## config.mk

```make
export PLATFORM = sky130hd
export DESIGN_NAME = uart_tx_sched
export DESIGN_NICKNAME = d
export VERILOG_FILES = /design/src/rtl/uart_tx_sched.sv
export SDC_FILE = /design/constraint.sdc
export NUM_CORES = 1
export LEC_CHECK = 0
export ABC_AREA = 1
export BUFFER_PORTS_ARGS = -buffer_cell sky130_fd_sc_hd__buf_2
export CAP_MARGIN = 20
export CORE_MARGIN = 2
export CORE_UTILIZATION = 44
export DETAILED_ROUTE_END_ITERATION = 16
export MAX_ROUTING_LAYER = met4
export PLACE_DENSITY = 0.74
export SYNTH_ARGS = -nofsm -noshare
export SYNTH_HDL_FRONTEND = slang
export SYNTH_SLANG_ARGS = --single-unit
```

## constraint.sdc

```tcl
create_clock -name clk -period 1.2 [get_ports clk]
set_input_delay 0.06 -clock clk [delete_from_list [all_inputs] [get_ports clk]]
set_output_delay 0.06 -clock clk [all_outputs]
set_load 0.02 [all_outputs]
```

## src/rtl/uart_tx_sched.sv

```systemverilog
// uart_tx_sched: shares one UART transmitter between an echo byte FIFO and a host byte port.
// Optional echo path (FIFO + round-robin) is compiled in with `define UART_TX_SCHED_ECHO_EN.
module uart_tx_sched #(
  parameter int FIFO_AW = 2,
  parameter int TIMEOUT = 16
) (
  input  logic       clk,
  input  logic       rst,
  input  logic       received,
  input  logic [7:0] rx_byte,
  input  logic       host_req,
  input  logic [7:0] host_byte,
  output logic       host_ack,
  output logic       transmit,
  output logic [7:0] tx_byte,
  input  logic       is_transmitting,
  output logic       grant_src,
  output logic       echo_ovf,
  output logic       tx_timeout
);

  typedef enum logic [1:0] {IDLE, ISSUE, BUSY} state_t;

  localparam logic [7:0] TIMEOUT_LAST = 8'(TIMEOUT - 1);

  state_t     state, state_nxt;
  logic       transmit_nxt;
  logic       host_ack_nxt;
  logic       grant_src_nxt;
  logic       tx_timeout_nxt;
  logic [7:0] tx_byte_nxt;
  logic [7:0] tmo_cnt, tmo_cnt_nxt;
  logic       pick_echo;
  logic [7:0] echo_head;
  logic       echo_pop;

`ifdef UART_TX_SCHED_ECHO_EN
  localparam int DEPTH = 1 << FIFO_AW;
  localparam logic [FIFO_AW:0] FULL_CNT = {1'b1, {FIFO_AW{1'b0}}};

  logic [7:0]         fifo_mem [DEPTH];
  logic [FIFO_AW-1:0] wr_ptr, rd_ptr;
  logic [FIFO_AW:0]   fifo_cnt;
  logic               fifo_full;
  logic               push_ok;
  logic               last_host, last_host_nxt;

  // A full FIFO still accepts a push when the head leaves in the same cycle.
  assign fifo_full = (fifo_cnt == FULL_CNT);
  assign push_ok   = received && (!fifo_full || echo_pop);
  assign echo_head = fifo_mem[rd_ptr];
  assign pick_echo = (fifo_cnt != '0) && (!host_req || last_host);

  always_ff @(posedge clk or negedge rst) begin
    if (!rst) begin
      wr_ptr    <= '0;
      rd_ptr    <= '0;
      fifo_cnt  <= '0;
      echo_ovf  <= 1'b0;
      last_host <= 1'b1;
    end else begin
      last_host <= last_host_nxt;
      if (push_ok)
        wr_ptr <= wr_ptr + 1'b1;
      if (echo_pop)
        rd_ptr <= rd_ptr + 1'b1;
      if (push_ok && !echo_pop)
        fifo_cnt <= fifo_cnt + 1'b1;
      else if (!push_ok && echo_pop)
        fifo_cnt <= fifo_cnt - 1'b1;
      if (received && !push_ok)
        echo_ovf <= 1'b1;
    end
  end

  always_ff @(posedge clk) begin
    if (push_ok)
      fifo_mem[wr_ptr] <= rx_byte;
  end
`else
  logic [FIFO_AW:0] unused_fifo_cnt;
  logic             unused_echo;

  assign unused_fifo_cnt = '0;
  assign unused_echo     = ^{received, rx_byte, echo_pop, unused_fifo_cnt};
  assign pick_echo       = 1'b0;
  assign echo_head       = 8'h00;
  assign echo_ovf        = 1'b0;
`endif

  always_ff @(posedge clk or negedge rst) begin
    if (!rst) begin
      state      <= IDLE;
      transmit   <= 1'b0;
      tx_byte    <= 8'h00;
      host_ack   <= 1'b0;
      grant_src  <= 1'b0;
      tx_timeout <= 1'b0;
      tmo_cnt    <= '0;
    end else begin
      state      <= state_nxt;
      transmit   <= transmit_nxt;
      tx_byte    <= tx_byte_nxt;
      host_ack   <= host_ack_nxt;
      grant_src  <= grant_src_nxt;
      tx_timeout <= tx_timeout_nxt;
      tmo_cnt    <= tmo_cnt_nxt;
    end
  end

  always_comb begin
    state_nxt      = state;
    transmit_nxt   = transmit;
    tx_byte_nxt    = tx_byte;
    grant_src_nxt  = grant_src;
    host_ack_nxt   = 1'b0;
    tx_timeout_nxt = 1'b0;
    tmo_cnt_nxt    = tmo_cnt;
    echo_pop       = 1'b0;
`ifdef UART_TX_SCHED_ECHO_EN
    last_host_nxt  = last_host;
`endif
    case (state)
      IDLE: begin
        if (pick_echo) begin
          tx_byte_nxt   = echo_head;
          echo_pop      = 1'b1;
          grant_src_nxt = 1'b0;
          transmit_nxt  = 1'b1;
          tmo_cnt_nxt   = '0;
          state_nxt     = ISSUE;
`ifdef UART_TX_SCHED_ECHO_EN
          last_host_nxt = 1'b0;
`endif
        end else if (host_req) begin
          tx_byte_nxt   = host_byte;
          host_ack_nxt  = 1'b1;
          grant_src_nxt = 1'b1;
          transmit_nxt  = 1'b1;
          tmo_cnt_nxt   = '0;
          state_nxt     = ISSUE;
`ifdef UART_TX_SCHED_ECHO_EN
          last_host_nxt = 1'b1;
`endif
        end
      end
      // A busy flag seen in the last allowed cycle still counts as accepted.
      ISSUE: begin
        if (is_transmitting) begin
          transmit_nxt = 1'b0;
          state_nxt    = BUSY;
        end else if (tmo_cnt == TIMEOUT_LAST) begin
          transmit_nxt   = 1'b0;
          tx_timeout_nxt = 1'b1;
          state_nxt      = IDLE;
        end else begin
          tmo_cnt_nxt = tmo_cnt + 8'd1;
        end
      end
      BUSY: begin
        if (!is_transmitting)
          state_nxt = IDLE;
      end
      default: state_nxt = IDLE;
    endcase
  end

endmodule
```

# [Word-level counts from Yosys, hierarchy flattened]
# Cells that the tools add are included.
[totals] inputBits=21 reg_bits=22 out_inout_bits=13
[classes] muxes=18 n_eq_ne=8 n_reduce_logical=6 addsub=1
[ops] cell="$mux W8" count=3
[ops] cell="$pmux W8 S2" count=1
[ops] cell="$add A8 B1 Y8 const B" count=1
[ops] cell="$eq A8 B4 Y1 const B" count=1
[ops] cell="$mux W1" count=8
[ops] cell="$mux W2" count=4
[ops] cell="$ne A2 B2 Y1 const B" count=4
[ops] cell="$pmux W2 S3" count=1
[ops] cell="$reduce_and A3 Y1" count=2
[ops] cell="$reduce_and A4 Y1" count=1
[ops] cell="$ne A3 B3 Y1 const B" count=1
[ops] cell="$eq A2 B1 Y1 const B" count=1
[ops] cell="$eq A2 B2 Y1 const B" count=1
[ops] cell="$logic_not A2 Y1" count=1
[ops] cell="$pmux W1 S2" count=1
[ops] cell="$reduce_and A2 Y1" count=1
[ops] cell="$reduce_bool A2 Y1" count=1

# [Depth between registers and ports, before layout]
[depth] word_depth=4 ltp_mapped=9 depth_no_buf=9

# [Least setup slack after synthesis]
# OpenSTA, ideal clock, no wires.
[synth_timing] path_type="flip-flop to flip-flop" from="register tmo_cnt[0]" to="register tmo_cnt[1]" setup_slack_ns=0.007 synth_period_minus_slack_ns=1.193 setup_ns=0.118 path_stages_with_launch=9 arrival_time_ns=1.075 required_ns=1.082 path_cell_list="dfrtp_1 ha_1 nand2_2 nor2_2 nand3_2 nand3_4 inv_2 nand2_1 nand2_1"
[synth_between] elab_chain_cells=4 word_cells_on_any_way=7
[synth_lines] item="start, declared" line_no="32" text="logic [7:0] tmo_cnt, tmo_cnt_nxt;"
[synth_lines] item="start signal, assigned" line_no="107" text="tmo_cnt <= tmo_cnt_nxt;"
[synth_lines] item="$add A8 B1 Y8" line_no="157" text="tmo_cnt_nxt = tmo_cnt + 8'd1;"
[synth_lines] item="$mux W8" line_no="152" text="end else if (tmo_cnt == TIMEOUT_LAST) begin"
[synth_lines] item="$mux W8" line_no="149" text="if (is_transmitting) begin"
[synth_lines] item="$pmux W8 S2" line_no="123" text="case (state)"
# Several ways; a longest one is shown, not always the timed one. The select of a mux whose other input is x is not followed.
# A chain may end at the register's enable or synchronous reset.

# [Worst setup path after layout]
[layout_timing] from="register tmo_cnt[1]" to="register tmo_cnt[6]"
# The elaborated chain is that of the path after synthesis.

==> key figures <==
Setup path
  – Crit Path Class: reg2reg
  – R2R cell count: 8
  – Crit path DAT: 1.49 ns
  – WP data required: between 1 and 1.5 ns
  – CP Launch Type: register
  – Critical path peak fanout: 5
  – Crit path capture type: register

Floorplanning
  – Die Span X: ~53 um
  – Cell row count: 17
  – Die ar.: 0.00279 mm2
  – Total core area: about 0.0022 mm2
  – Ports: 34
  – Die Span Y: approximately 53 um
  – Starting Density: ~47%

Drt
  – Initial DRC count: 14
  – Total Wirelength: around 2.3 mm
  – Via count: 932
  – Routed Antenna Nets: 0
  – Via density: 4.78
  – Drt first pass iters: 4
  – DR WL/cell: about 12 um
  – Drt drc: 0

Layout
  – Area grow syn2layout: 37.5%
  – Share of layout cells above drive strength 1: between 30 and 40%
  – Final #Nets: between 150 and 200
  – Non-Filler Instances: about 200
  – Fin area: approximately 0.0014 mm2
  – Ant diodes: 0
  – Fill count: between 150 and 200

Synth
  – Sequential-to-total area share from yosys stat: 52.6%
  – Top FF cell, synth: dfrtp_1
  – Post-synth EDFFs: 0
  – Cells after Synth: approximately 130
  – Synth Register Bits: 22
  – Syn_area_per_cell: about 8.4 um2
  – Synth cell types: 22
  – Cell area after synthesis: roughly 0.0010 mm2
  – Async SR Flop Fraction: 100%
  – YS warnings: 0
  – Syn nets: 147

Global routing
  – Total grt overflow: 0
  – Initial antenna violation count: 0
  – Number of global-route vias before repair: between 900 and 1k
  – GRT Util Overall: a little over a fifth
  – First-pass GRT wire length: between 4 and 5 mm
  – Largest net degree at the start of global routing: 23

STA
  – Final Cycle Share: 107%
  – Final number of hold-violating endpoints: 0
  – Final setup margin: -0.0805 ns
  – Hold slack: 0.0846 ns
  – RSZ-0062 raised after global routing: true
  – Maximum clock rate: 781 MHz
  – Skew final: approximately 0.0040 ns
  – Fin crit period: 1.28 ns
  – Slew Limit Fails: 0
  – Endpoints failing setup: 8

Place
  – Place WS: -0.110 ns
  – Placed Cells: 180
  – Area of placed instances: roughly 0.0012 mm2
  – IO buf count: 23
  – HPWL Detailed: 1.52 mm
  – GP Congestion: 0.835

CTS
  – CTS tree: done
  – Max H-tree Level: 1
  – CTS Buf Count: 3
  – Clk slew on worst S/H paths: 0.12 ns
  – Max clock buf depth: 2
  – Root buf cell: clkbuf_4
  – Clock sink total: 22
  – Worst-Skew Late Latency: approximately 0.3 ns

Worst hold path
  – Hold Path Stages: 3
  – Min-delay worst type: in2reg

Power and ir drop
  – Pwr/cell area: 1850 mW/mm2
  – Leak: between 0.7 and 0.8 nW
  – Worst vdd ir: between 1000 and 1500 uV
  – Power, Total: between 2 and 3 mW

Run
  – # Max-Cap Violations: 0

Run status
  – Failing checks: setup timing
  – Status: complete, but fails checks
[final timing paths]
path                                 start  slack (ns)    endpoint
worst min-delay path              host_req        0.08    state[0]
worst min register to register   grant_src        0.49   grant_src
worst max-delay path            tmo_cnt[1]       -0.08  tmo_cnt[6]
min in group asynchronous              rst        0.23  tx_timeout
worst max register to register  tmo_cnt[1]       -0.08  tmo_cnt[6]
max in group asynchronous              rst        0.63  tmo_cnt[0]
[timing repair]
item / in CTS / in global routing
endpoints found under the hold margin: 31 / 0
resized for setup: 5 / 8
pin swaps: 2 / 4
endpoints found under the setup margin: 9 / 19
setup buffers: 1 / 0
cloned: 1 / 0
hold buffers: 10 / 0
[where the power goes]
group          switching [mW]  internal, mW
registers               0.149         0.957
clock network           0.222         0.117
logic                   0.740         0.481
total                    1.11          1.55
[registers in the layout (all words and copies together) (netlist names)]
| register | cells |
|---|---|
| transmit | 1 |
| tx_byte | 8 |
| tmo_cnt | 8 |
| state | 2 |
| tx_timeout | 1 |
| grant_src | 1 |
| host_ack | 1 |
[area by class of cell]
cell class | count | area [um2] | share of cell area [%]
inverter | 13 | 51.3 | 3.56
clock buffer | 3 | 22.5 | 1.56
tap | 28 | 35.0 | 2.43
sequential | 22 | 551 | 38.2
multi-input combinational | 88 | 480 | 33.4
timing repair buffer | 41 | 300 | 20.9
[stage by stage]
stage	TNS, ns	util (%)
after floorplan	0	-
after global placement	-0.405	55.9
after detailed placement	-0.757	55.9
after CTS	-0.787	63.0
after global routing	-1.37	64.5
final	-0.556	64.5
[cells in the final DEF, fill, tap and decap left out, types with 2 or more instances in the layout]
master	n
nand2_1	46
buf_2	23
dfrtp_1	22
inv_1	11
nand3_1	11
dlygate4sd3_1	10
nor2_1	7
buf_4	6
nand2_2	5
nor2_4	3
clkbuf_4	3
nand2_4	2
nand3_4	2
nor3_1	2
xor2_1	2
o21bai_1	2
buf_12	2
[cell usage after synthesis, types with 2 or more instances]
library cell,number,area (um2)
nand3_1,11,55.1
o21bai_1,2,15.0
dfrtp_1,22,551
nor3_1,2,10.0
inv_1,11,41.3
nand2_1,50,188
xor2_1,2,17.5
inv_2,2,7.51
buf_4,2,15.0
nor2_2,2,12.5
nor2_1,7,26.3
nand2_2,2,12.5
[routing by layer]
metal  GRT usage (%)  vias to the layer above  part of all wire, %
li1                -                      465                    -
met1            23.7                      443                   43
met2            38.5                       22                   53
met3            2.86                        2                  3.5
met4            5.13                        0                 0.64
met5               -                        -                    0
[worst max-delay path, stage by stage (launching register included)]
cell and delay [ns]:
dfrtp_1 0.42, ha_4 0.17, nand2_4 0.06, nor2_4 0.10
nand3_4 0.11, nand3_4 0.14, nand2_4 0.07, nand2_1 0.06
nand2_1 0.05
[kinds of logic (layout without fill, tap and decap cells)]
family | Yosys count | after routing | synth area share, %
xor gates and xnor gates | 2 | 2 | 1.67
and+or+nand+nor | 80 | 81 | 35.1
DFF | 22 | 22 | 52.6
AOI/OAI and AO/OA | 3 | 3 | 1.91
other | 1 | 1 | 0.358
buffers and inverters | 16 | 57 | 7.17
adders and majority gates | 1 | 1 | 1.19
No activity file was read; power rests on OpenSTA's default activity.
